[config.mk]
export PLATFORM = sky130hd
export DESIGN_NAME = mem_access
export DESIGN_NICKNAME = d
export VERILOG_FILES = /design/src/rtl/mem_access_pkg.sv /design/src/rtl/mem_bus_ctrl.sv /design/src/rtl/mem_access.sv
export SDC_FILE = /design/constraint.sdc
export NUM_CORES = 1
export LEC_CHECK = 0
export ABC_AREA = 0
export CAP_MARGIN = 20
export CORE_ASPECT_RATIO = 0.5
export CORE_MARGIN = 5
export CORE_UTILIZATION = 41
export DETAILED_ROUTE_END_ITERATION = 16
export PLACE_DENSITY_LB_ADDON = 0.2
export SLEW_MARGIN = 30
export SYNTH_ARGS = -nofsm -noshare
export SYNTH_HDL_FRONTEND = slang
export SYNTH_SLANG_ARGS = --single-unit
[constraint.sdc]
create_clock -name mai_clk -period 4.45 [get_ports mai_clk]
set_input_delay 0.89 -clock mai_clk [delete_from_list [all_inputs] [get_ports mai_clk]]
set_output_delay 0.89 -clock mai_clk [all_outputs]
set_load 0.05 [all_outputs]
[src/rtl/mem_access_pkg.sv]
// Shared constants, encodings and payload types for the MEM pipeline stage.
// Optional feature macro: MEM_ACCESS_TIMEOUT_EN (bus timeout with error pulse).
`ifndef REG_INVALID
`define REG_INVALID 4'hF
`endif

package mem_access_pkg;

  localparam int unsigned DATA_W = 16;
  localparam int unsigned REG_W  = 4;
  localparam int unsigned CNT_W  = 4;

  localparam logic [1:0] RWE_NONE  = 2'b00;
  localparam logic [1:0] RWE_LOAD  = 2'b01;
  localparam logic [1:0] RWE_STORE = 2'b10;
  localparam logic [1:0] RWE_RSVD  = 2'b11;

  localparam logic [REG_W-1:0] REG_INVALID = `REG_INVALID;

  localparam logic [0:0] ST_IDLE   = 1'b0;
  localparam logic [0:0] ST_ACCESS = 1'b1;

  localparam logic [CNT_W-1:0]  MEM_TIMEOUT_LIMIT = 4'd15;
  localparam logic [DATA_W-1:0] TIMEOUT_DATA      = 16'hFFFF;

  typedef struct packed {
    logic              we;
    logic [DATA_W-1:0] addr;
    logic [DATA_W-1:0] wdata;
  } bus_req_t;

  typedef struct packed {
    logic [DATA_W-1:0] instr;
    logic [DATA_W-1:0] pc;
    logic [DATA_W-1:0] data;
    logic [REG_W-1:0]  wreg;
  } wb_t;

  // RWE_NONE and RWE_RSVD both mean "no memory access".
  function automatic logic is_mem_op(input logic [1:0] rwe);
    return (rwe == RWE_LOAD) || (rwe == RWE_STORE);
  endfunction

endpackage

[src/rtl/mem_bus_ctrl.sv]
// Memory bus handshake: IDLE/ACCESS FSM, bus request registers, timeout counter.
// Optional feature macro: MEM_ACCESS_TIMEOUT_EN.
module mem_bus_ctrl
  import mem_access_pkg::*;
(
  input  logic              clk_i,
  input  logic              rst_i,
  input  logic [1:0]        rwe_i,
  input  logic [DATA_W-1:0] addr_i,
  input  logic [DATA_W-1:0] wdata_i,
  input  logic              ack_i,
  output logic              req_o,
  output logic              we_o,
  output logic [DATA_W-1:0] addr_o,
  output logic [DATA_W-1:0] wdata_o,
  output logic              err_o,
  output logic              stall_c_o,
  output logic              start_c_o,
  output logic              done_c_o,
  output logic              tmo_c_o
);

  logic [0:0] state_q, state_d;
  logic       req_q, req_d;
  bus_req_t   bus_q, bus_d;
  logic       stall_c, start_c, done_c, tmo_c;
`ifdef MEM_ACCESS_TIMEOUT_EN
  logic [CNT_W-1:0] cnt_q, cnt_d;
  logic             err_q, err_d;
`endif

  // Next-state, handshake strobes and stall.
  always_comb begin
    state_d = state_q;
    req_d   = req_q;
    bus_d   = bus_q;
    stall_c = 1'b0;
    start_c = 1'b0;
    done_c  = 1'b0;
    tmo_c   = 1'b0;
`ifdef MEM_ACCESS_TIMEOUT_EN
    cnt_d   = cnt_q;
    err_d   = 1'b0;
`endif
    case (state_q)
      ST_ACCESS: begin
        if (ack_i) begin
          done_c  = 1'b1;
          req_d   = 1'b0;
          state_d = ST_IDLE;
        end
`ifdef MEM_ACCESS_TIMEOUT_EN
        else if (cnt_q == MEM_TIMEOUT_LIMIT) begin
          done_c  = 1'b1;
          tmo_c   = 1'b1;
          err_d   = 1'b1;
          req_d   = 1'b0;
          state_d = ST_IDLE;
        end
`endif
        else begin
          stall_c = 1'b1;
`ifdef MEM_ACCESS_TIMEOUT_EN
          cnt_d   = cnt_q + CNT_W'(1);
`endif
        end
      end
      default: begin
        // Acks seen here belong to nobody and are ignored.
        if (is_mem_op(rwe_i)) begin
          stall_c     = 1'b1;
          start_c     = 1'b1;
          req_d       = 1'b1;
          state_d     = ST_ACCESS;
          bus_d.we    = (rwe_i == RWE_STORE);
          bus_d.addr  = addr_i;
          bus_d.wdata = wdata_i;
`ifdef MEM_ACCESS_TIMEOUT_EN
          cnt_d       = '0;
`endif
        end
      end
    endcase
  end

  always_ff @(posedge clk_i or posedge rst_i) begin
    if (rst_i) begin
      state_q <= ST_IDLE;
      req_q   <= 1'b0;
      bus_q   <= '0;
    end else begin
      state_q <= state_d;
      req_q   <= req_d;
      bus_q   <= bus_d;
    end
  end

`ifdef MEM_ACCESS_TIMEOUT_EN
  always_ff @(posedge clk_i or posedge rst_i) begin
    if (rst_i) begin
      cnt_q <= '0;
      err_q <= 1'b0;
    end else begin
      cnt_q <= cnt_d;
      err_q <= err_d;
    end
  end

  assign err_o = err_q;
`else
  assign err_o = 1'b0;
`endif

  assign req_o     = req_q;
  assign we_o      = bus_q.we;
  assign addr_o    = bus_q.addr;
  assign wdata_o   = bus_q.wdata;
  assign stall_c_o = stall_c;
  assign start_c_o = start_c;
  assign done_c_o  = done_c;
  assign tmo_c_o   = tmo_c;

endmodule

[src/rtl/mem_access.sv]
// MEM pipeline stage: MEM/WB register and load/store data mux around mem_bus_ctrl.
// Optional feature macro: MEM_ACCESS_TIMEOUT_EN (bus timeout, see mem_bus_ctrl).
module mem_access
  import mem_access_pkg::*;
(
  input  logic              mai_clk,
  input  logic              mai_rst,
  input  logic [DATA_W-1:0] mai_instr,
  input  logic [DATA_W-1:0] mai_pc,
  input  logic [DATA_W-1:0] mai_data,
  input  logic [REG_W-1:0]  mai_wreg_addr,
  input  logic [DATA_W-1:0] mai_mem_addr,
  input  logic [DATA_W-1:0] mai_write_to_mem_data,
  input  logic [1:0]        mai_rwe,
  input  logic              mai_bus_ack,
  input  logic [DATA_W-1:0] mai_bus_rdata,
  output logic              mao_bus_req,
  output logic              mao_bus_we,
  output logic [DATA_W-1:0] mao_bus_addr,
  output logic [DATA_W-1:0] mao_bus_wdata,
  output logic              mao_stall,
  output logic [DATA_W-1:0] mao_instr,
  output logic [DATA_W-1:0] mao_pc,
  output logic [DATA_W-1:0] mao_data,
  output logic [REG_W-1:0]  mao_wreg_addr,
  output logic              mao_bus_err
);

  logic start_c, done_c, tmo_c, stall_c;
  wb_t  pend_q, pend_d;
  wb_t  wb_q, wb_d;

  mem_bus_ctrl u_bus_ctrl (
    .clk_i     (mai_clk),
    .rst_i     (mai_rst),
    .rwe_i     (mai_rwe),
    .addr_i    (mai_mem_addr),
    .wdata_i   (mai_write_to_mem_data),
    .ack_i     (mai_bus_ack),
    .req_o     (mao_bus_req),
    .we_o      (mao_bus_we),
    .addr_o    (mao_bus_addr),
    .wdata_o   (mao_bus_wdata),
    .err_o     (mao_bus_err),
    .stall_c_o (stall_c),
    .start_c_o (start_c),
    .done_c_o  (done_c),
    .tmo_c_o   (tmo_c)
  );

  // Inputs are don't-care during ACCESS, so the op is parked in pend_q on entry.
  always_comb begin
    pend_d = pend_q;
    wb_d   = wb_q;
    if (start_c) begin
      pend_d.instr = mai_instr;
      pend_d.pc    = mai_pc;
      pend_d.data  = mai_data;
      pend_d.wreg  = mai_wreg_addr;
      wb_d.wreg    = REG_INVALID;
    end else if (done_c) begin
      wb_d.instr = pend_q.instr;
      wb_d.pc    = pend_q.pc;
      wb_d.wreg  = pend_q.wreg;
      if (tmo_c) begin
        wb_d.data = TIMEOUT_DATA;
        if (!mao_bus_we) begin
          wb_d.wreg = REG_INVALID;
        end
      end else begin
        wb_d.data = mao_bus_we ? pend_q.data : mai_bus_rdata;
      end
    end else if (!stall_c) begin
      wb_d.instr = mai_instr;
      wb_d.pc    = mai_pc;
      wb_d.data  = mai_data;
      wb_d.wreg  = mai_wreg_addr;
    end
  end

  always_ff @(posedge mai_clk or posedge mai_rst) begin
    if (mai_rst) begin
      pend_q <= '0;
      wb_q   <= '{instr: '0, pc: '0, data: '0, wreg: REG_INVALID};
    end else begin
      pend_q <= pend_d;
      wb_q   <= wb_d;
    end
  end

  assign mao_stall     = stall_c;
  assign mao_instr     = wb_q.instr;
  assign mao_pc        = wb_q.pc;
  assign mao_data      = wb_q.data;
  assign mao_wreg_addr = wb_q.wreg;

endmodule

### Word-level counts from Yosys, hierarchy flattened

Index checks and enable logic that the tools add are counted.

| cells by class | value |
|---|---|
| equal/unequal tests | 5 |
| muxes and demuxes | 13 |
| bitwise operators | 2 |
| reduce and logical (&&, ||, !) cells | 5 |

Operators with widths:

| kind | number |
|---|---|
| $mux W52 | 2 |
| $mux W16 | 1 |
| $mux W1 | 9 |
| $reduce_and A2 Y1 | 3 |
| $mux W4 | 1 |
| $ne A2 B2 Y1 const B | 2 |
| $ne A3 B3 Y1 const B | 1 |
| $eq A2 B1 Y1 const B | 1 |
| $eq A2 B2 Y1 const B | 1 |
| $not A1 Y1 | 2 |
| $reduce_bool A2 Y1 | 1 |
| $logic_or A1 B1 Y1 | 1 |

| storage, ports and cells | value |
|---|---|
| register bits after elaboration | 139 |
| bits of input ports | 105 |
| output and inout bits | 88 |
| logic and storage cells | 38 |

### Logic depth before layout (Yosys ltp)

| depth | value |
|---|---|
| word-level depth | 7 |
| depth in mapped cells | 8 |

### Hierarchy

From an unflattened synthesis, not the netlist that was laid out.

| unflattened totals | value |
|---|---|
| cells, all modules | 411 |
| area total of the unflattened synthesis | 6143.4 µm² |

By module, submodules not included:

| module | times used | cells an instance | area an instance (µm²) | seq. area each (µm²) |
|---|---|---|---|---|
| mem_access | 1 | 327 | 4774.6 | 2607.5 |
| mem_bus_ctrl | 1 | 84 | 1368.8 | 875.8 |

### Worst setup path before layout

Ideal clock, no wire load.

| timing path | value |
|---|---|
| path kind | input to output |
| from | input port mai_rwe[0] |
| to | output port mao_stall |
| arrival time | 2103 ps |
| required time | 3560 ps |
| path slack | 1457 ps |
| stages | 6 |
| cell sequence | inv_1 > ha_1 > and2b_1 > buf_4 > a21oi_4 > buf_2 |

| between the ends | value |
|---|---|
| word-level cells in the longest chain between the ends | 4 |
| elaborated cells on any way between the ends | 5 |

RTL lines:

| item | line | source |
|---|---|---|
| from (decl) | mem_access.sv:14 | `input logic [1:0] mai_rwe,` |
| $eq A2 B1 Y1 or $eq A2 B2 Y1 (tied branches) | mem_access_pkg.sv:41 | `return (rwe == RWE_LOAD) \|\| (rwe == RWE_STORE);` |
| $logic_or A1 B1 Y1 * | mem_access_pkg.sv:41 |  |
| $mux W1 * | mem_bus_ctrl.sv:70 | `if (is_mem_op(rwe_i)) begin` |
| $mux W1 * | mem_bus_ctrl.sv:45 | `case (state_q)` |
| to (decl) | mem_access.sv:21 | `output logic mao_stall,` |

Every way passes the cells marked *; elsewhere a longest branch is shown, timed or not.

### Final worst setup path

Ends and elaborated chain as after synthesis.

==> results.yml <==
power:
  ir_drop_mv: 0.339
  p_per_area_nw_per_um2: 718
  clkPwrFrac: 0.230
  switching_share: 0.399
  internal_power_w: 0.00364
  pwr-share-comb: 0.437
  power_w: 0.00605
  leakage_nw: 3.46
  sequentialPowerShare: 0.333
  p_switching_w: 0.00242
logic_synthesis:
  seq_area_frac_synth: 0.604
  synth_fp_nets: 524
  synth_compound_area_frac: 0.0649
  synth_fa_ha_area_frac: 0.00217
  syn_area_um2: 5760
  synthSimpleGateAreaFrac: 0.0363
  synth_cell_types: 20
  avgSynthCellArea_um2: 13.8
  synth_top_family_by_area: "multiplexers"
  yosys_register_bits: 139
  ys_warn_count: 0
  synth.area.mux_share: 0.256
  syn-instance-count: 418
  synth_xor_area_frac: 0
place:
  gp_congestion: 0.726
  detailed_place_hpwl_um: 9030
  port_buffers: 191
  dp.cells: 780
clock_tree:
  clk_pin_slew_worst_paths_ns: 0.06
  cts_tree: "built"
  root_buffer: "clkbuf_16"
  postCtsSetupBuffers: 0
  cts_buffers: 17
  postCtsHoldBufs: 0
  cts_max_level: 4
  numClockSinks: 139
  cts_resized: 0
  clock_latency_ns: 0.40
  clockBufferDepth: 2
finish:
  multi_input_area_um2: 2090
  layout_commonest_cell: "clkdlybuf4s50_1"
  final_cells: 813
  final_cell_mix: "clkdlybuf4s50_1, dfrtp_1, mux2_2, mux2i_1, nor2_1"
  drive_gt1_frac: 0.216
  diodes: 0
  utilization: 0.617
  nFillCells: 1122
  syn_to_final_growth_pct: 46.2
  nets: 714
  regArea_um2: 3480
route:
  dr.pass1.iters: 4
  num_vias: 3983
  drt_iter0_drc: 217
  antenna_left: 0
  viasPerCell: 4.90
  wire_per_inst_um: 16.6
  post-route-drc-count: 0
  detail_route.wirelength_um: 13500
outcome:
  status: "finished clean"
setup_path:
  worstPathArrival_ns: 2.57
  endpoint_kind: "primary output"
  required_ns: 3.56
  crit_path_max_fanout: 18
  rrSetupSlack_ns: 2.42
  cp-start-kind: "primary input"
  crit_type: "primary input to primary output"
sta:
  min_period_ns: 3.46
  slew_violations: 0
  finalSetupViolCount: 0
  fin_crit_sh: 0.778
  fin_worst_skew_ns: 0.00799
  hold_viol: 0
  rsz0062_at_grt: "false"
  finalSetupTns_ns: 0
  slew-limit-headroom: 0.465
  worst_pin_slew_ns: 0.803
  timing.fmax_mhz: 289
die:
  fp.dieArea_um2: 16700
  ios: 193
  fp.dieH_um: 93.8
  rows: 30
  floorplan.initialDensity: 0.422
  fp.dieW_um: 178
  core_um2: 13700
grt:
  grt_busiest_layer: "met2"
  grt_pass1_vias: 4292
  grt_pass1_wl_um: 22400
  grt.met3_usage: 0.0410
  antenna_found_initial: 0
  overflow: 0
  grt_use_met1: 0.220
  grtUsageTotal: 0.168
  grt_use_met2: 0.283
  grt_max_degree: 78
flow_run:
  maxCapViolCount: 0
min_path:
  hp-class: "register to register"
==> state kept, by name (all words and copies together) (netlist names) <==
register	count
mao_data	16
mao_pc	16
u_bus_ctrl.state_q	1
u_bus_ctrl.addr_o	16
u_bus_ctrl.we_o	1
u_bus_ctrl.wdata_o	16
mao_wreg_addr	4
mao_instr	16
u_bus_ctrl.req_o	1
pend_q	52
==> metal layers <==
| metal | vias up | share of wire | routed length (um) |
|---|---|---|---|
| li1 | 1871 | - | - |
| met1 | 1995 | 0.44 | 5920 |
| met2 | 110 | 0.50 | 6710 |
| met3 | 7 | 0.059 | 791 |
| met4 | 0 | 0.0054 | 73 |
| met5 | - | 0 | 0 |
==> through the flow <==
step	hold slack (ns)	setup slack [ns]	cell area, um^2
after floorplan	0.480	1.46	5770
after global placement	0.477	1.01	7820
after detailed placement	0.488	0.982	7820
after CTS	0.501	0.975	8410
after global routing	0.508	0.898	8430
final	0.497	0.987	8430
==> power groups by stage <==
stage	Combinational (W)	Sequential [W]	Clock, W
global placement	0.00265	0.00202	0
global route	0.00279	0.00208	0.00149
CTS	0.00268	0.00202	0.00143
floorplan	0.000733	0.00306	0
finish	0.00265	0.00202	0.00139
detailed placement	0.00267	0.00203	0
==> final cells by class <==
cell class,count,share of cell area
Inverter,3,0.00178
Timing Repair Buffer,200,0.239
Clock inverter,12,0.0162
Tap cell,192,0.0285
Sequential cell,139,0.413
Multi-Input combinational cell,247,0.248
Clock buffer,20,0.0530
==> Yosys cell counts <==
master	instances	area share
conb_1	1	0.00065
nand2_1	1	0.00065
dfrtp_1	135	0.59
mux2_2	85	0.17
a21oi_4	1	0.0028
dfstp_2	4	0.018
and2b_1	1	0.0013
inv_1	3	0.0020
o21a_1	1	0.0013
a221o_1	16	0.028
nor2_2	1	0.0011
a22oi_1	4	0.0052
ha_1	1	0.0022
buf_4	5	0.0065
buf_6	6	0.012
a21oi_1	32	0.028
mux2i_1	52	0.090
clkbuf_1	3	0.0020
buf_2	15	0.013
nor2_1	51	0.033
==> kinds of logic after synthesis <==
family / count (synthesis)
other: 1
AOI/OAI and AO/OA: 54
buffers and inverters: 32
muxes: 137
DFF: 139
adders and majority gates: 1
and+or+nand+nor: 54
==> final timing paths <==
check | from | endpoint | depth (start not counted)
setup / recovery | mai_rwe[0] | mao_stall | 7
hold / removal | u_bus_ctrl.req_o$_DFFE_PP0P_ | u_bus_ctrl.req_o$_DFFE_PP0P_ | 1
setup reg to reg | u_bus_ctrl.state_q$_DFF_PP0_ | mao_pc[12]$_DFFE_PP0P_ | 4
hold reg to reg | u_bus_ctrl.req_o$_DFFE_PP0P_ | u_bus_ctrl.req_o$_DFFE_PP0P_ | 1
max in group asynchronous | mai_rst | mao_instr[14]$_DFFE_PP0P_ | 3
min in group asynchronous | mai_rst | u_bus_ctrl.addr_o[12]$_DFFE_PP0P_ | 2
==> worst max-delay path, stage by stage <==
cell	delay, ns
clkdlybuf4s50_1	0.46
inv_1	0.04
ha_1	0.38
and2b_2	0.26
a21oi_4	0.10
buf_4	0.26
buf_12	0.17
Power figures use the tool's default switching activity.
